**src/rtl/alu_pkg.sv**
```systemverilog
// Shared definitions for the sequential ALU: op encodings, FSM states and the flag bundle.
package alu_pkg;

   localparam logic [2:0] OP_ADD  = 3'b000;
   localparam logic [2:0] OP_SUB  = 3'b001;
   localparam logic [2:0] OP_AND  = 3'b010;
   localparam logic [2:0] OP_OR   = 3'b011;
   localparam logic [2:0] OP_NOT  = 3'b100;
   localparam logic [2:0] OP_XOR  = 3'b101;
   localparam logic [2:0] OP_MUL  = 3'b110;
   localparam logic [2:0] OP_RSVD = 3'b111;

   typedef enum logic [1:0] {
      IDLE     = 2'd0,
      MUL_BUSY = 2'd1,
      DONE     = 2'd2
   } alu_state_t;

   typedef struct packed {
      logic zero;
      logic carry;
      logic ovf;
      logic err;
   } alu_flags_t;

   function automatic logic is_mul(input logic [2:0] op);
      return op == OP_MUL;
   endfunction

endpackage

```
**src/rtl/alu_seq_if.sv**
```systemverilog
// Operand/result handshake bundle between the issuing controller (master) and the ALU (slave).
interface alu_seq_if #(
   parameter int WIDTH = 8
);
   localparam int RES_W = 2 * WIDTH;

   logic             in_valid;
   logic             in_ready;
   logic [WIDTH-1:0] a;
   logic [WIDTH-1:0] b;
   logic [2:0]       op;
   logic             out_valid;
   logic             out_ready;
   logic [RES_W-1:0] result;
   logic             flag_zero;
   logic             flag_carry;
   logic             flag_ovf;
   logic             flag_err;

   modport master (
      output in_valid, a, b, op, out_ready,
      input  in_ready, out_valid, result, flag_zero, flag_carry, flag_ovf, flag_err
   );

   modport slave (
      input  in_valid, a, b, op, out_ready,
      output in_ready, out_valid, result, flag_zero, flag_carry, flag_ovf, flag_err
   );

endinterface

```
**src/rtl/alu_mul_seq.sv**
```systemverilog
// Shift-add unsigned multiplier: one partial product per cycle, WIDTH cycles after start.
module alu_mul_seq #(
   parameter int WIDTH = 8
) (
   input  logic               clk,
   input  logic               rst,
   input  logic               start,
   input  logic [WIDTH-1:0]   a,
   input  logic [WIDTH-1:0]   b,
   output logic               busy,
   output logic               done,
   output logic [2*WIDTH-1:0] product
);

   localparam int RES_W = 2 * WIDTH;
   localparam int CNT_W = $clog2(WIDTH + 1);

   logic [RES_W-1:0] mcand;
   logic [RES_W-1:0] acc;
   logic [WIDTH-1:0] mplier;
   logic [CNT_W-1:0] count;

   // done is a single-cycle pulse raised once the last partial product has been added
   always_ff @(posedge clk) begin
      if (!rst) begin
         mcand  <= '0;
         acc    <= '0;
         mplier <= '0;
         count  <= '0;
         busy   <= 1'b0;
         done   <= 1'b0;
      end else begin
         done <= 1'b0;
         if (busy) begin
            if (mplier[0]) begin
               acc <= acc + mcand;
            end
            mcand  <= mcand << 1;
            mplier <= mplier >> 1;
            count  <= count - CNT_W'(1);
            if (count == CNT_W'(1)) begin
               busy <= 1'b0;
               done <= 1'b1;
            end
         end else if (start) begin
            mcand  <= {{WIDTH{1'b0}}, a};
            mplier <= b;
            acc    <= '0;
            count  <= CNT_W'(WIDTH);
            busy   <= 1'b1;
         end
      end
   end

   assign product = acc;

endmodule

```
**src/rtl/alu_seq.sv**
```systemverilog
// Registered ALU with valid/ready handshakes, status flags and a multi-cycle multiply.
module alu_seq
   import alu_pkg::*;
#(
   parameter int WIDTH = 8
) (
   input logic      clk,
   input logic      rst,
   alu_seq_if.slave bus
);

   localparam int RES_W = 2 * WIDTH;

   alu_state_t       state;
   alu_state_t       state_nxt;
   logic             accept;
   logic             load_single;
   logic             load_mul;
   logic             mul_start;
   logic             mul_busy;
   logic             mul_done;
   logic [RES_W-1:0] product;
   logic [RES_W-1:0] res_c;
   logic [RES_W-1:0] res_q;
   alu_flags_t       flg_c;
   alu_flags_t       flg_mul;
   alu_flags_t       flg_q;
   logic [WIDTH:0]   sum;
   logic [WIDTH:0]   diff;

   // in_ready looks straight through to out_ready so a consumed result can be replaced on the same edge
   assign bus.in_ready = ((state == IDLE) && !mul_busy) || ((state == DONE) && bus.out_ready);
   assign accept       = bus.in_valid && bus.in_ready;
   assign mul_start    = accept && is_mul(bus.op);
   assign load_single  = accept && !is_mul(bus.op);
   assign load_mul     = (state == MUL_BUSY) && mul_done;

   alu_mul_seq #(
      .WIDTH(WIDTH)
   ) u_mul (
      .clk    (clk),
      .rst    (rst),
      .start  (mul_start),
      .a      (bus.a),
      .b      (bus.b),
      .busy   (mul_busy),
      .done   (mul_done),
      .product(product)
   );

   // Single-cycle datapath; the extra bit of sum/diff is the carry/borrow
   always_comb begin
      sum   = {1'b0, bus.a} + {1'b0, bus.b};
      diff  = {1'b0, bus.a} - {1'b0, bus.b};
      res_c = '0;
      flg_c = '0;
      case (bus.op)
         OP_ADD: begin
            res_c       = {{(WIDTH-1){1'b0}}, sum};
            flg_c.carry = sum[WIDTH];
            flg_c.ovf   = (bus.a[WIDTH-1] == bus.b[WIDTH-1]) && (sum[WIDTH-1] != bus.a[WIDTH-1]);
         end
         OP_SUB: begin
            res_c       = {{WIDTH{1'b0}}, diff[WIDTH-1:0]};
            flg_c.carry = diff[WIDTH];
            flg_c.ovf   = (bus.a[WIDTH-1] != bus.b[WIDTH-1]) && (diff[WIDTH-1] != bus.a[WIDTH-1]);
         end
         OP_AND: res_c = {{WIDTH{1'b0}}, bus.a & bus.b};
         OP_OR:  res_c = {{WIDTH{1'b0}}, bus.a | bus.b};
         OP_XOR: res_c = {{WIDTH{1'b0}}, bus.a ^ bus.b};
         OP_NOT: begin
            if (bus.a != '0) begin
               res_c = {{WIDTH{1'b0}}, ~bus.a};
            end else if (bus.b != '0) begin
               res_c = {{WIDTH{1'b0}}, ~bus.b};
            end
         end
         OP_RSVD: flg_c.err = 1'b1;
         default: res_c = '0;
      endcase
      flg_c.zero = (res_c == '0);
   end

   always_comb begin
      flg_mul       = '0;
      flg_mul.zero  = (product == '0);
      flg_mul.ovf   = (product[RES_W-1:WIDTH] != '0);
   end

   always_comb begin
      state_nxt = state;
      case (state)
         IDLE: begin
            if (accept) begin
               state_nxt = is_mul(bus.op) ? MUL_BUSY : DONE;
            end
         end
         MUL_BUSY: begin
            if (mul_done) begin
               state_nxt = DONE;
            end
         end
         DONE: begin
            if (bus.out_ready) begin
               if (accept) begin
                  state_nxt = is_mul(bus.op) ? MUL_BUSY : DONE;
               end else begin
                  state_nxt = IDLE;
               end
            end
         end
         default: state_nxt = IDLE;
      endcase
   end

   // Result and flags only move on entry to DONE, so they stay frozen under backpressure
   always_ff @(posedge clk) begin
      if (!rst) begin
         state <= IDLE;
         res_q <= '0;
         flg_q <= '0;
      end else begin
         state <= state_nxt;
         if (load_single) begin
            res_q <= res_c;
            flg_q <= flg_c;
         end else if (load_mul) begin
            res_q <= product;
            flg_q <= flg_mul;
         end
      end
   end

   assign bus.out_valid  = (state == DONE);
   assign bus.result     = res_q;
   assign bus.flag_zero  = flg_q.zero;
   assign bus.flag_carry = flg_q.carry;
   assign bus.flag_ovf   = flg_q.ovf;
   assign bus.flag_err   = flg_q.err;

endmodule

```
**src/flat_wrapper.sv**
```systemverilog
// flat-port wrapper written by rule: the top's interface ports become plain ports
module alu_seq_flat import alu_pkg::*;
#(
   parameter int WIDTH = 8
)
  (clk, rst, bus_in_valid, bus_a, bus_b, bus_op, bus_out_ready, bus_in_ready, bus_out_valid, bus_result, bus_flag_zero, bus_flag_carry, bus_flag_ovf, bus_flag_err);
  alu_seq_if #(.WIDTH(WIDTH)) bus_i ();
  input logic clk;
  input logic rst;
  input wire logic [$bits(bus_i.in_valid)-1:0] bus_in_valid;
  input wire logic [$bits(bus_i.a)-1:0] bus_a;
  input wire logic [$bits(bus_i.b)-1:0] bus_b;
  input wire logic [$bits(bus_i.op)-1:0] bus_op;
  input wire logic [$bits(bus_i.out_ready)-1:0] bus_out_ready;
  output wire logic [$bits(bus_i.in_ready)-1:0] bus_in_ready;
  output wire logic [$bits(bus_i.out_valid)-1:0] bus_out_valid;
  output wire logic [$bits(bus_i.result)-1:0] bus_result;
  output wire logic [$bits(bus_i.flag_zero)-1:0] bus_flag_zero;
  output wire logic [$bits(bus_i.flag_carry)-1:0] bus_flag_carry;
  output wire logic [$bits(bus_i.flag_ovf)-1:0] bus_flag_ovf;
  output wire logic [$bits(bus_i.flag_err)-1:0] bus_flag_err;
  assign bus_i.in_valid = bus_in_valid;
  assign bus_i.a = bus_a;
  assign bus_i.b = bus_b;
  assign bus_i.op = bus_op;
  assign bus_i.out_ready = bus_out_ready;
  assign bus_in_ready = bus_i.in_ready;
  assign bus_out_valid = bus_i.out_valid;
  assign bus_result = bus_i.result;
  assign bus_flag_zero = bus_i.flag_zero;
  assign bus_flag_carry = bus_i.flag_carry;
  assign bus_flag_ovf = bus_i.flag_ovf;
  assign bus_flag_err = bus_i.flag_err;
  alu_seq #(.WIDTH(WIDTH)) u_core (.clk(clk), .rst(rst), .bus(bus_i));
endmodule
```
**config.mk**
```make
export PLATFORM = sky130hd
export DESIGN_NAME = alu_seq_flat
export DESIGN_NICKNAME = d
export VERILOG_FILES = /design/src/rtl/alu_pkg.sv /design/src/rtl/alu_seq_if.sv /design/src/rtl/alu_mul_seq.sv /design/src/rtl/alu_seq.sv /design/src/flat_wrapper.sv
export SDC_FILE = /design/constraint.sdc
export NUM_CORES = 1
export LEC_CHECK = 0
export CAP_MARGIN = 10
export CORE_MARGIN = 1
export CORE_UTILIZATION = 35
export DETAILED_ROUTE_END_ITERATION = 16
export GPL_TIMING_DRIVEN = 0
export HOLD_SLACK_MARGIN = 0.02
export SLEW_MARGIN = 20
export SYNTH_ARGS = -nofsm -noshare
export SYNTH_HDL_FRONTEND = slang
export SYNTH_SLANG_ARGS = --single-unit
```
**constraint.sdc**
```tcl
create_clock -name clk -period 3.8 [get_ports clk]
set_clock_uncertainty 0.2 [all_clocks]
set_input_delay 0.76 -clock clk [delete_from_list [all_inputs] [get_ports clk]]
set_output_delay 0.76 -clock clk [all_outputs]
set_load 0.1 [all_outputs]
```
# After elaboration in Yosys (flattened, before gate mapping)
# Cells that the tools add are included.
# Widths: inputs -> output; s select.
dict set report totals {
  reg_bits 68
  input_bits 23
  out_inout_bits 22
  word_cells 94
}
dict set report classes {
  eq_ne 18
  bitwise_logic 6
  addsub 4
  n_mux 28
  reduce_logical 24
}
# operator n
set op_table {}
lappend op_table {{$mux 16} 8}
lappend op_table {{$pmux 16 s6} 1}
lappend op_table {{$logic_not 16->1} 2}
lappend op_table {{$reduce_bool 8->1} 3}
lappend op_table {{$add 16x16->16} 1}
lappend op_table {{$mux 4} 4}
lappend op_table {{$not 8->8} 2}
lappend op_table {{$mux 7} 2}
lappend op_table {{$eq 3x3->1 const B} 4}
lappend op_table {{$mux 2} 5}
lappend op_table {{$add 8x8->9} 1}
lappend op_table {{$sub 8x8->9} 1}
lappend op_table {{$and 8x8->8} 1}
lappend op_table {{$logic_and 1x1->1} 8}
lappend op_table {{$mux 8} 1}
lappend op_table {{$or 8x8->8} 1}
lappend op_table {{$xor 8x8->8} 1}
lappend op_table {{$eq 3x2->1 const B} 2}
lappend op_table {{$pmux 2 s3} 1}
lappend op_table {{$mux 1} 5}
lappend op_table {{$eq 4x1->1 const B} 1}
lappend op_table {{$ne 2x1->1 const B} 2}
lappend op_table {{$ne 2x2->1 const B} 2}
lappend op_table {{$pmux 2 s2} 1}
lappend op_table {{15 further kinds} 20}

# Logic depth before layout (Yosys ltp)
# Gate-level depths: netlist of the first run.
dict set report depth {
  word_depth 7
  ltp_mapped 11
  ltp_nobuf 11
}

# Modules after synthesis
# From an unflattened synthesis of the first run, not the netlist that was laid out.
dict set report hier_totals {
  cells_unflattened 628
  area_unflattened_um2 4924.7
}
# module n_inst cells_per_inst area_each_um2 seq_area_each_um2
set modules_own_cells {}
lappend modules_own_cells {alu_mul_seq 1 301 2567.5 920.9}
lappend modules_own_cells {alu_seq 1 327 2357.3 440.4}

# Least setup slack after synthesis of the first run
# Ideal clock, no wire load.
dict set report synth_path {
  kind {input -> register}
  start {input bus_out_ready}
  end {register u_core.flg_q, in the netlist u_core.bus.flag_zero}
  path_stages 7
  arrival_time_ns 4.070
  t_required_ns 3.541
  slack_ns -0.530
  n_path_buf 0
  setup_time_ns 0.059
  cell_sequence {nor2b_1 -> nor3_1 -> and2_1 -> o311ai_0 -> a2111oi_2 -> and4_1 -> a41o_1}
}
dict set report synth_via {
  elab_chain_cells 5
  word_cells_on_any_way 6
  cone_classes {mux (1); reduce/logical (5)}
}
# item line
set synth_rtl {}
lappend synth_rtl {{start: declaration} flat_wrapper.sv:14} ;# input wire logic [$bits(bus_i.out_ready)-1:0] bus_out_ready;
lappend synth_rtl {{$logic_and 1x1->1 (*)} alu_seq.sv:32} ;# assign bus.in_ready = ((state == IDLE) && !mul_busy) || ((state == DONE) && bus.out_ready);
lappend synth_rtl {{$logic_or 1x1->1 (*)} alu_seq.sv:32}
lappend synth_rtl {{named net bus_in_ready} flat_wrapper.sv:15} ;# output wire logic [$bits(bus_i.in_ready)-1:0] bus_in_ready;
lappend synth_rtl {{$logic_and 1x1->1 (*)} alu_seq.sv:33} ;# assign accept = bus.in_valid && bus.in_ready;
lappend synth_rtl {{$logic_and 1x1->1 (*)} alu_seq.sv:35} ;# assign load_single = accept && !is_mul(bus.op);
lappend synth_rtl {{$mux 4 / $reduce_bool 2->1 (equally long branches)} n/a}
lappend synth_rtl {{end signal: assignment} alu_seq.sv:126} ;# flg_q <= flg_c;
lappend synth_rtl {{end signal: assignment} alu_seq.sv:129} ;# flg_q <= flg_mul;
lappend synth_rtl {{end: declaration} alu_seq.sv:27} ;# alu_flags_t flg_q;
# The timed path passes the listed nets; every way through them passes the cells marked *.
# A chain may end at the register's enable or synchronous reset.

# Worst setup path after layout of the first run
dict set report layout_path {
  start {input bus_b[0]}
  end {register u_core.flg_q, in the netlist u_core.bus.flag_zero}
}
dict set report layout_via {
  elab_chain_cells 6
  word_cells_on_any_way 12
  cone_classes {add/sub (2); mux (4); bitwise (4); reduce/logical (2)}
}
# item line
set layout_rtl {}
lappend layout_rtl {{start: declaration} flat_wrapper.sv:12} ;# input wire logic [$bits(bus_i.b)-1:0] bus_b;
lappend layout_rtl {{branches (longest 3 deep; another with $sub 8x8->9)} n/a}
lappend layout_rtl {{$pmux 16 s6 (*)} alu_seq.sv:57} ;# case (bus.op)
lappend layout_rtl {{$logic_not 16->1 (*)} alu_seq.sv:81} ;# flg_c.zero = (res_c == '0);
lappend layout_rtl {{$mux 4 (*)} alu_seq.sv:124} ;# if (load_single) begin
# Every way passes the cells marked *.

==> results.tsv, run 1 <==
stage	metric	value	unit
run_status	status	complete, no violations	
finish	drive_above_1_share	5.45	%
pwr	power_density	366	mW/mm²
floorplan	initial_core_util	36.2	%
floorplan	dieHeight	120	µm
worst_setup_path	crit_path_frequent_cell	nor2_1	
global_routing	overflow	0	
floorplan	ios	45	
yosys	yosysMostFrequentCell	nand2_1	
clock_tree	clkSlewWorstSetupHoldPaths	60	ps
route	ant_nets	0	
clock_tree	clkSinkCount	68	
placement	dpl_cell_area	0.00548	mm²
finish	final_cells	891	
route	routedWlPerCell	16.4	µm
clock_tree	holdBufCountCts	0	
worst_setup_path	critPathKind	input pin to register	
floorplan	die-area	0.0143	mm²
yosys	yosys.area.top_type_share	28.1	%
sta	setup_viol	0	
finish	nets	777	
pwr	total_power	0.00213	W
global_routing	antenna_found_initial	0	
sta	rsz0062_at_grt	false	
pwr	ir_worst_vdd	0.237	mV
yosys	synthTopCellsByArea	dfxtp_1, ha_1, a21oi_1	
clock_tree	cts_resized	1	
route	drtIter0Drc	453	
sta	timing.fmax	0.273	GHz
placement	place.gp.congestion	0.915	
worst_setup_path	worstPathRequired	3810	ps
sta	worstMarginPinSlew	983	ps
sta	fin_crit	3660	ps
run	maxCapViolations	0	
sta	max_slew_margin	34.3	%
clock_tree	clk_latency	320	ps
global_routing	grt_pass1_vias	4662	
global_routing	grt_pass1_wl	23600	µm
yosys	yosys-top-cells-count	nand2_1, a21oi_1, nor2_1	
sta	holdWs	259	ps
yosys	synth-seq-cells	68	
yosys	synthCells	658	
yosys	yosysUniqueCellTypes	67	
sta	hold_viol	0	
worst_setup_path	cp_max_fo	6	
worst_setup_path	slowest_stage	o311ai_0	
global_routing	grt_max_degree	13	
route	drc	0	
min_path	worstHoldPathType	register to register	
route	drt_pass1_iterations	5	
yosys	async_flop_share	0	%
yosys	synth_top_area_cell	dfxtp_1	
finish	antenna_cells	0	
clock_tree	post_cts_buffers	0	
clock_tree	clk_path_buf_depth	2	
yosys	ys_seq_area_share	28.1	%
floorplan	fp.coreArea	0.0134	mm²
floorplan	num_rows	42	
global_routing	gr-usage-all-layers	21.0	%
yosys	syn-mean-instance-area	7.37	µm²
worst_setup_path	max_stage_delay	770	ps
yosys	syn-num-nets	725	
pwr	leakage	2.28	nW
route	vias	4962	
clock_tree	cts_tree	built	
worst_setup_path	endpoint_kind	register	
floorplan	die_w	120	µm
route	wl	14600	µm
placement	dpl.hpwl	11500	µm
clock_tree	htreeDepth	3	
placement	post-place-cells	875	
clock_tree	root_buffer	clkbuf_16	
yosys	synth_edf_count	0	
worst_setup_path	worstPathCellList	clkdlybuf4s50_1 -> ha_1 -> inv_1 -> fa_1 -> nor2_1 -> a21oi_1 -> o311ai_0 -> nor2_1 -> and4_1 -> a41o_1	
finish	fin_area	0.00583	mm²
worst_setup_path	worstPathArrival	3670	ps
finish	final_util	43.5	%
yosys	synth_area	0.00485	mm²
sta	maxSlewViolCount	0	
placement	io_buffers	41	
worst_setup_path	cp-start-kind	input pin	
yosys	yosysWarnings	0	
yosys	synth_top_flop_cell	dfxtp_1	
clock_tree	cts_buffers	9	
finish	area_growth_syn_to_layout	20.3	%
sta	finalCritPeriodShare	96.3	%
route	post_drt_via_cell_ratio	5.57	
==> worst max-delay path, delay by kind of cell <==
kind	cells	cell delay (ps)
compound gates	3	1070
buf+inv	2	720
fa+ha+maj	2	690
simple gates	3	440
==> sequential cells by signal, summed over array words and instances, names as in the netlist <==
register,cells
u_core.bus.result,16
u_core.u_mul.mcand,16
u_core.u_mul.product,16
u_core.u_mul.mplier,8
u_core.u_mul.count,4
u_core.state,2
u_core.bus.flag_carry,1
u_core.bus.flag_err,1
u_core.bus.flag_ovf,1
u_core.bus.flag_zero,1
u_core.u_mul.busy,1
u_core.u_mul.done,1
==> power by group <==
| group | internal (W) | switching [W] |
|---|---|---|
| Sequential | 0.000734 | 0.0000165 |
| Combinational | 0.000145 | 0.000317 |
| Clock | 0.000611 | 0.000310 |
==> placed cells by master, fill, tap and decap left out, types with 6 or more instances in the layout <==
master | Yosys | routed
nand3_1 | 21 | 21
or3_1 | 6 | 6
a22oi_1 | 12 | 12
nor2b_1 | 11 | 11
a21oi_1 | 76 | 76
nand2_1 | 100 | 100
dfxtp_1 | 68 | 68
ha_1 | 41 | 41
nor2_1 | 74 | 74
clkbuf_16 | 0 | 9
a211oi_1 | 7 | 7
nor3_1 | 13 | 12
nor4_1 | 8 | 8
o21ai_0 | 23 | 23
nand2b_1 | 6 | 6
clkbuf_1 | 29 | 29
xnor2_1 | 15 | 15
clkdlybuf4s50_1 | 0 | 41
inv_1 | 37 | 37
==> cell type report <==
| cell class | instances | area (µm²) |
|---|---|---|
| tap | 176 | 220 |
| buffer | 38 | 149 |
| inverter | 37 | 139 |
| multi-input combinational | 515 | 3220 |
| fill | 1350 | 7570 |
| sequential | 68 | 1360 |
| clock inverter | 5 | 81.3 |
| timing repair buffer | 41 | 410 |
| clock buffer | 11 | 253 |
==> metal layers <==
metal / share of wire [%] / vias to the layer above / GRT usage, % / wire (µm)
li1: - / 2423 / - / -
met1: 46 / 2317 / 27.7 / 6690
met2: 46 / 182 / 34.0 / 6690
met3: 4.7 / 40 / 2.61 / 692
met4: 3.7 / 0 / 9.53 / 535
met5: 0 / - / 0 / 0
==> metrics by stage <==
step / setup slack (ps) / TNS, ps
global placement: -279 / -621
finish: 141 / 0
CTS: 44.9 / 0
detailed placement: -315 / -915
global route: 17.6 / 0
floorplan: 401 / 0
==> cells by family (layout without fill, tap and decap cells) <==
logic type,after synthesis,in the layout,synth area share (%)
AND/OR/NAND/NOR,271,271,26.3
flip-flops,68,68,28.1
XOR/XNOR,20,20,3.61
multiplexers,4,4,0.877
AO/OA/AOI/OAI,176,176,23.4
adder cells (fa/ha/maj),44,44,11.8
buffers and inverters,75,132,5.94
==> final timing paths <==
kind	cells after the start	startpoint	end	slack [ps]
max	10	bus_b[0]	u_core.bus.flag_zero	140
min	2	u_core.bus.result[11]	u_core.bus.result[11]	260
max reg2reg	9	u_core.state[1]	u_core.u_mul.product[10]	950
min reg2reg	2	u_core.bus.result[11]	u_core.bus.result[11]	260
Note: power is estimated with default switching activity, not from simulation.
==> run 2: changes to the inputs <==
--- a/config.mk
+++ b/config.mk
@@ -8,6 +8,7 @@
 export CAP_MARGIN = 10
 export CORE_MARGIN = 1
 export CORE_UTILIZATION = 35
+export CTS_BUF_LIST = sky130_fd_sc_hd__clkbuf_4 sky130_fd_sc_hd__clkbuf_8
 export DETAILED_ROUTE_END_ITERATION = 16
 export GPL_TIMING_DRIVEN = 0
 export HOLD_SLACK_MARGIN = 0.02
==> run 2 against run 1 <==
Compared with the run above: power decreased by 11%; core utilization shrank 0.76 points; critical path depth fell by 6; largest power group is now sequential cells.
==> results.tsv, run 2 (same netlist as run 1, synthesis figures left out) <==
stage	metric	value	unit	change
pwr	leakage	2.24	nW	-2.0%
worst_setup_path	crit_path_frequent_cell	clkdlybuf4s50_1		
clock_tree	cts_tree	built		
worst_setup_path	cp_max_fo	3		-3
sta	setup_viol	0		unchanged
worst_setup_path	r2r_start	u_core.state[1]		
route	drc	0		unchanged
worst_setup_path	worstPathCellList	clkdlybuf4s50_1 -> nor2b_1 -> nor3_2 -> clkdlybuf4s50_1		
run_status	status	complete, no violations		
clock_tree	clk_latency	350	ps	+30 ps
worst_setup_path	cp-start-kind	input pin		
worst_setup_path	path_buf_inv	2		unchanged
finish	area_growth_syn_to_layout	18.2	%	
route	drt_pass1_iterations	5		unchanged
floorplan	initial_core_util	36.2	%	unchanged
min_path	worstHoldPathType	register to register		
global_routing	antenna_found_initial	0		unchanged
global_routing	overflow	0		unchanged
worst_setup_path	worstPathRequired	2840	ps	-970 ps
sta	finalCritPeriodShare	95.9	%	-0.42 points
finish	antenna_cells	0		unchanged
worst_setup_path	rr_worst_depth	9		unchanged
sta	maxSlewViolCount	0		unchanged
clock_tree	htreeDepth	3		unchanged
route	wl	14700	µm	+0.35%
clock_tree	clk_path_buf_depth	2		unchanged
worst_setup_path	worstPathArrival	2680	ps	-990 ps
placement	place.gp.congestion	0.915		unchanged
min_path	min_path_cells	2		unchanged
floorplan	dieHeight	120	µm	unchanged
clock_tree	cts_resized	0		-1
placement	dpl.hpwl	11500	µm	unchanged
sta	rsz0062_at_grt	false		
run	maxCapViolations	0		unchanged
finish	drive_above_1_share	5.45	%	unchanged
worst_setup_path	reg2reg_to	u_core.u_mul.product[8]		
worst_setup_path	crit_family	buffers and inverters		
route	ant_nets	0		unchanged
floorplan	die-area	0.0143	mm²	unchanged
clock_tree	clkSinkCount	68		unchanged
worst_setup_path	reg2reg_slack	940	ps	about the same
placement	io_buffers	41		unchanged
sta	fin_crit	3640	ps	-15.8 ps
sta	timing.fmax	0.274	GHz	+0.43%
route	vias	4926		-0.73%
finish	final_common_cell	nand2_1		
worst_setup_path	slowest_stage	clkdlybuf4s50_1		
sta	finalSetupTns	0	ps	unchanged
global_routing	grt_pass1_wl	23600	µm	+0.14%
pwr	ir_worst_vdd	0.165	mV	-30%
worst_setup_path	max_stage_delay	1160	ps	+390 ps
worst_setup_path	endpoint_kind	primary output		
min_path	hold_start	u_core.bus.result[11]		
clock_tree	post_cts_buffers	0		unchanged
sta	hold_viol	0		unchanged
route	routedWlPerCell	16.5	µm	+0.35%
global_routing	grt_max_degree	13		unchanged
floorplan	fp.coreArea	0.0134	mm²	unchanged
finish	final_cells	891		unchanged
floorplan	die_w	120	µm	unchanged
finish	mostFrequentLayoutCells	nand2_1, a21oi_1, nor2_1		
route	drtIter0Drc	405		-11%
worst_setup_path	critPathKind	input pin to primary output		
floorplan	num_rows	42		unchanged
global_routing	grt_pass1_vias	4651		-0.24%
clock_tree	holdBufCountCts	0		unchanged
clock_tree	clkSlewWorstSetupHoldPaths	80	ps	+20 ps
finish	nets	777		unchanged
pwr	power_density	333	mW/mm²	-9.1%
sta	max_slew_margin	34.2	%	-0.063 points
placement	post-place-cells	875		unchanged
clock_tree	cts_buffers	9		unchanged
route	post_drt_via_cell_ratio	5.53		-0.73%
floorplan	ios	45		unchanged
global_routing	gr-usage-all-layers	21.0	%	+0.063 points
clock_tree	root_buffer	clkbuf_8		
min_path	hold_path_end	u_core.bus.result[11]		
sta	worstMarginPinSlew	984	ps	+0.943 ps
[run 2: cell counts in the layout (fill, tap and decap cells not counted)]
Identical to the previous run, type by type.
[run 2: worst max path at each step]
| stage | startpoint | end | depth (start not counted) |
|---|---|---|---|
| floorplan | bus_out_ready | u_core.bus.flag_zero | 7 |
| global placement | bus_b[3] | u_core.bus.flag_zero | 11 |
| detailed placement | bus_b[3] | u_core.bus.flag_zero | 10 |
| CTS | bus_b[3] | u_core.bus.flag_zero | 10 |
| global route | bus_b[3] | u_core.bus.flag_zero | 11 |
| finish | bus_out_ready | bus_in_ready | 4 |
[run 2: layout make-up]
class	count	area, µm²
Buffer	38	149
Clock buffer	11	151
Clock inverter	5	81.3
Fill cell	1357	7670
Inverter	37	139
Multi-Input combinational cell	515	3220
Sequential cell	68	1360
Tap cell	176	220
Timing Repair Buffer	41	410
[run 2: worst reg2reg max path, delay by kind of cell, from the launching register on]
family / cells / cell delay, ps
AND/OR/NAND/NOR: 6 / 1510
buffers and inverters: 2 / 420
AO/OA/AOI/OAI: 1 / 220
flip-flops: 1 / 400
[run 2: routing by layer]
layer | share of wire (%) | global-route usage, % | up-vias
met5 | 0 | 0 | -
met4 | 4.1 | 10.3 | 0
met3 | 4.2 | 2.90 | 44
met2 | 45 | 33.7 | 148
met1 | 46 | 27.6 | 2312
li1 | - | - | 2422
[run 2: through the flow]
| stage | instance area (µm²) | hold slack (ps) | utilization, % | worst slack [ps] | power, W |
|---|---|---|---|---|---|
| 2_1_floorplan | 4850 | 235 | - | 401 | 0.00108 |
| 3_3_place_gp | 5480 | 245 | 40.9 | -279 | 0.00121 |
| 3_5_place_dp | 5480 | 254 | 40.9 | -315 | 0.00122 |
| 4_1_cts | 5720 | 266 | 42.7 | 22.7 | 0.00191 |
| 5_1_grt | 5730 | 282 | 42.8 | 51.3 | 0.00199 |
| 6_report | 5730 | 262 | 42.8 | 156 | 0.00191 |
[run 2: power by group]
part	switching, W	total [W]	leakage, nW	internal [W]
clock network	0.000289	0.000695	0.116	0.000406
registers	0.0000164	0.000749	0.551	0.000733
logic	0.000317	0.000462	1.57	0.000145
==> RTL edit 1: new RTL, config.mk and constraints of run 1 <==
`WIDTH` is set to 8 in 4 places; all go to 4.
--- a/src/rtl/alu_seq_if.sv
+++ b/src/rtl/alu_seq_if.sv
@@ -1,6 +1,6 @@
 // Operand/result handshake bundle between the issuing controller (master) and the ALU (slave).
 interface alu_seq_if #(
-   parameter int WIDTH = 8
+   parameter int WIDTH = 4
 );
    localparam int RES_W = 2 * WIDTH;
 
--- a/src/rtl/alu_mul_seq.sv
+++ b/src/rtl/alu_mul_seq.sv
@@ -1,6 +1,6 @@
 // Shift-add unsigned multiplier: one partial product per cycle, WIDTH cycles after start.
 module alu_mul_seq #(
-   parameter int WIDTH = 8
+   parameter int WIDTH = 4
 ) (
    input  logic               clk,
    input  logic               rst,
--- a/src/rtl/alu_seq.sv
+++ b/src/rtl/alu_seq.sv
@@ -2,7 +2,7 @@
 module alu_seq
    import alu_pkg::*;
 #(
-   parameter int WIDTH = 8
+   parameter int WIDTH = 4
 ) (
    input logic      clk,
    input logic      rst,
--- a/src/flat_wrapper.sv
+++ b/src/flat_wrapper.sv
@@ -1,7 +1,7 @@
 // flat-port wrapper written by rule: the top's interface ports become plain ports
 module alu_seq_flat import alu_pkg::*;
 #(
-   parameter int WIDTH = 8
+   parameter int WIDTH = 4
 )
   (clk, rst, bus_in_valid, bus_a, bus_b, bus_op, bus_out_ready, bus_in_ready, bus_out_valid, bus_result, bus_flag_zero, bus_flag_carry, bus_flag_ovf, bus_flag_err);
   alu_seq_if #(.WIDTH(WIDTH)) bus_i ();
Ports: changed (resized bus_a, bus_b and bus_result); port bits go from 45 to 29. The function was not compared with the original's and may differ.
==> RTL edit 1 against run 1 <==
- sequential cell count down 29
- register-to-register slack better by 0.56 ns
- total power down 49%
- synthesized area down 47%
- via count down 52%
- die area down 46%
- design area down 47%
- wire length down 56%
- sequential share of layout area up 1.8 points
- worst setup slack worse by 0.080 ns
- synthesized cell count down 50%
- largest cell class unchanged
==> RTL edit 1: results <==
set metrics [dict create \
    wl_met2_um 2950 \
    vias_per_cell 5.15 \
    rr_worst_depth 7 \
    dr.pass1.iters 4 \
    h-tree-depth 2 \
    regToRegStartpoint "u_core.u_mul.product[1]$_SDFFE_PN0P_" \
    synth_compound_gate_area_share_pct 20.2 \
    crit_slowest_cell "clkdlybuf4s50_1" \
    synth_xor_area_share_pct 3.40 \
    r2r_slack_ns 1.51 \
    n_fill_cell 705 \
    clockBufferCount 6 \
    min_to "u_core.bus.result[7]$_SDFFE_PN0P_" \
    endpoint "bus_in_ready" \
    fin_nets 400 \
    multi_input_area_sq_mm 0.00167 \
    p_sw_uw 323 \
    r2r_end "u_core.u_mul.product[7]$_SDFFE_PN0P_" \
    synthMuxAreaShare_pct 3.59 \
    final-clk-cell-share_pct 4.28 \
    seq_cell_count 39 \
    outcome "finished clean" \
    clkLatencyLatePin_ns 0.29 \
    cp.arrival_ns 2.78 \
    seq_share_pct 25.2 \
    ys_top_cells_by_count "nand2_1 (45), dfxtp_1 (39), nor2_1 (29), ha_1 (21), a21oi_1 (20)" \
    cts_root_buffer "clkbuf_8" \
]
## RTL edit 1: cell types whose count changed after synthesis, moves of 7 or more
cell / run 1 / this run
a21oi_1: 76 / 20
nand2_1: 100 / 45
nor2_1: 74 / 29
dfxtp_1: 68 / 39
inv_1: 37 / 15
ha_1: 41 / 21
clkbuf_1: 29 / 11
nand3_1: 21 / 11
xnor2_1: 15 / 7
o21ai_0: 23 / 16
## RTL edit 1: stage by stage
stage | instances | area (sq um) | setup slack (ns) | hold WS [ns] | power (uW)
after floorplan | 327 | 2580 | 0.645 | 0.235 | 617
after global placement | 450 | 2970 | 0.0423 | 0.246 | 691
after detailed placement | 450 | 2970 | 0.0490 | 0.249 | 692
after CTS | 458 | 3100 | 0.0493 | 0.262 | 1100
after global routing | 458 | 3100 | 0.00344 | 0.277 | 1140
final | 458 | 3100 | 0.0602 | 0.259 | 1090
## RTL edit 1: kinds of logic (layout without fill, tap and decap cells)
| group | Yosys count | count (layout) |
|---|---|---|
| adder cells (fa/ha/maj) | 24 | 24 |
| AND/OR/NAND/NOR | 133 | 133 |
| buffers and inverters | 32 | 67 |
| flip-flops | 39 | 39 |
| XOR/XNOR | 10 | 10 |
| multiplexers | 9 | 9 |
| AO/OA/AOI/OAI | 80 | 80 |
## RTL edit 1: metal layers
metal | GRT usage [%] | vias up
li1 | - | 1214
met4 | 6.11 | 0
met2 | 29.4 | 44
met1 | 24.8 | 1093
met5 | 0 | -
met3 | 2.54 | 9
## RTL edit 1: power groups by stage
stage	sequential (uW)	clock (uW)	combinational, uW
floorplan	490	0	127
global placement	440	0	251
detailed placement	440	0	252
CTS	430	415	252
global route	433	436	275
finish	431	407	252
==> RTL edit 2: new RTL, config.mk and constraints of run 1 <==
Made on the original files. Make the reset (`rst`) asynchronous in 2 clocked blocks.
--- a/src/rtl/alu_mul_seq.sv
+++ b/src/rtl/alu_mul_seq.sv
@@ -21,7 +21,7 @@
    logic [CNT_W-1:0] count;
 
    // done is a single-cycle pulse raised once the last partial product has been added
-   always_ff @(posedge clk) begin
+   always_ff @(posedge clk or negedge rst) begin
       if (!rst) begin
          mcand  <= '0;
          acc    <= '0;
--- a/src/rtl/alu_seq.sv
+++ b/src/rtl/alu_seq.sv
@@ -114,7 +114,7 @@
    end
 
    // Result and flags only move on entry to DONE, so they stay frozen under backpressure
-   always_ff @(posedge clk) begin
+   always_ff @(posedge clk or negedge rst) begin
       if (!rst) begin
          state <= IDLE;
          res_q <= '0;
Function: differs if rst is asserted again (counterexample within 4 cycles, from zero or initial values and one cycle with rst low); with rst held inactive, the same outputs for 10 cycles.
==> RTL edit 2 against run 1 <==
- worst setup slack lost 0.047 ns
- sequential cell count is the same
- wire length shrank 1.5%
- synthesized cell count shrank 10%
- design area grew 2.1%
- synthesized area grew 1.9%
Power is not compared: it rests on default switching activity, and its combinational part moved more than twofold at a synthesized area within 25%.
==> RTL edit 2: results <==
set metrics [dict create \
    outcome "finished clean" \
    cts_resized 2 \
    hold_ws_ns 0.174 \
    grt_max_degree 36 \
    regToRegStartpoint "u_core.u_mul.product[0]$_DFFE_PN0P_" \
    grt_pass1_vias 4326 \
    cts_setup_buffers 0 \
    worstMarginPinSlew_ns 0.987 \
    postSynthAreaPerCell_sq_um 8.35 \
    ys_seq_area_share_pct 34.4 \
    r2r_end "u_core.u_mul.product[14]$_DFFE_PN0P_" \
    port_buffers 43 \
    crit_path_max_incr_delay_ns 0.59 \
    fin_nets 713 \
    final_util_pct 43.1 \
    pre_cts_ws_ns -0.452 \
    rr_worst_depth 9 \
    r2r_slack_ns 0.88 \
    hpwl_um 11000 \
    wl_per_cell_um 17.3 \
    ys_warn_count 0 \
    synth_fp_nets 659 \
    gp_congestion 0.881 \
    ys_top_cells_by_count "nand2_1 (107), dfrtp_1 (68), o21ai_0 (59), ha_1 (41), a21oi_1 (40)" \
    grt_pass1_wl_um 23300 \
    cp-startpoint "bus_a[0]" \
    grt_use_total_pct 20.6 \
    n_fill_cell 1335 \
    switching_share_pct 47.4 \
    crit_slowest_cell "clkdlybuf4s50_1" \
    drtIter0Drc 349 \
    cp.arrival_ns 3.75 \
    synthArstFlopShare_pct 100 \
    dpl.cell_count 816 \
    crit_path_max_fanout 5 \
    place_area_sq_mm 0.00562 \
    worstHoldPathType "in2async" \
    fin_cells 831 \
    numCtsBuffers 9 \
    vias_per_cell 5.59 \
    drive_gt1_share_pct 6.45 \
    synth_top_cells_by_area "dfrtp_1 (34%), ha_1 (10%), nand2_1 (8.1%)" \
    ys_types 60 \
    endpoint "u_core.bus.flag_zero$_DFFE_PN0P_" \
    synthFlopType "dfrtp_1" \
    fmax_ghz 0.270 \
]
## RTL edit 2: cell count changes after synthesis, sizes merged, moves of 13 or more
| cell | run 1 | this run |
|---|---|---|
| a21oi | 76 | 40 |
| dfrtp | 0 | 68 |
| dfxtp | 68 | 0 |
| mux2i | 2 | 15 |
| nand3 | 21 | 5 |
| nor2 | 77 | 40 |
| o21ai | 24 | 61 |
## RTL edit 2: final cells by class
type	count	area share (%)
flip-flops and latches	68	28.6
repair buffers	44	7.59
inverters	31	1.95
multi-input cells	468	50.4
plain buffers	24	2.44
well taps	180	3.78
clock buffers	10	4.01
clock inverters	6	1.20
## RTL edit 2: metal layers
metal	vias up	GRT usage [%]	routed length (um)
li1	2220	-	-
met1	2256	29.6	6850
met2	151	32.7	6660
met3	17	2.55	720
met4	0	4.78	163
met5	-	0	0
## RTL edit 2: power groups by stage
| stage | combinational (uW) | clock [uW] | sequential, uW |
|---|---|---|---|
| floorplan | 1090 | 0 | 1590 |
| global placement | 1970 | 0 | 1230 |
| detailed placement | 2000 | 0 | 1240 |
| CTS | 2010 | 876 | 1230 |
| global route | 2190 | 903 | 1270 |
| finish | 2010 | 859 | 1230 |
## RTL edit 2: logic make-up (layout without fill, tap and decap cells)
family / after synthesis / after routing / share of synthesized area (%)
and+or+nand+nor: 217 / 217 / 19.9
muxes: 17 / 17 / 3.72
adders and majority gates: 44 / 44 / 11.6
AOI/OAI and AO/OA: 173 / 173 / 22.0
xor gates and xnor gates: 17 / 17 / 3.01
buffers and inverters: 56 / 115 / 5.37
DFF: 68 / 68 / 34.4
## RTL edit 2: worst max-delay path: cells and delay by family
family | cells | cell delay [ns]
simple gates | 2 | 0.38
fa+ha+maj | 2 | 0.67
buf+inv | 2 | 0.66
compound gates | 5 | 1.28
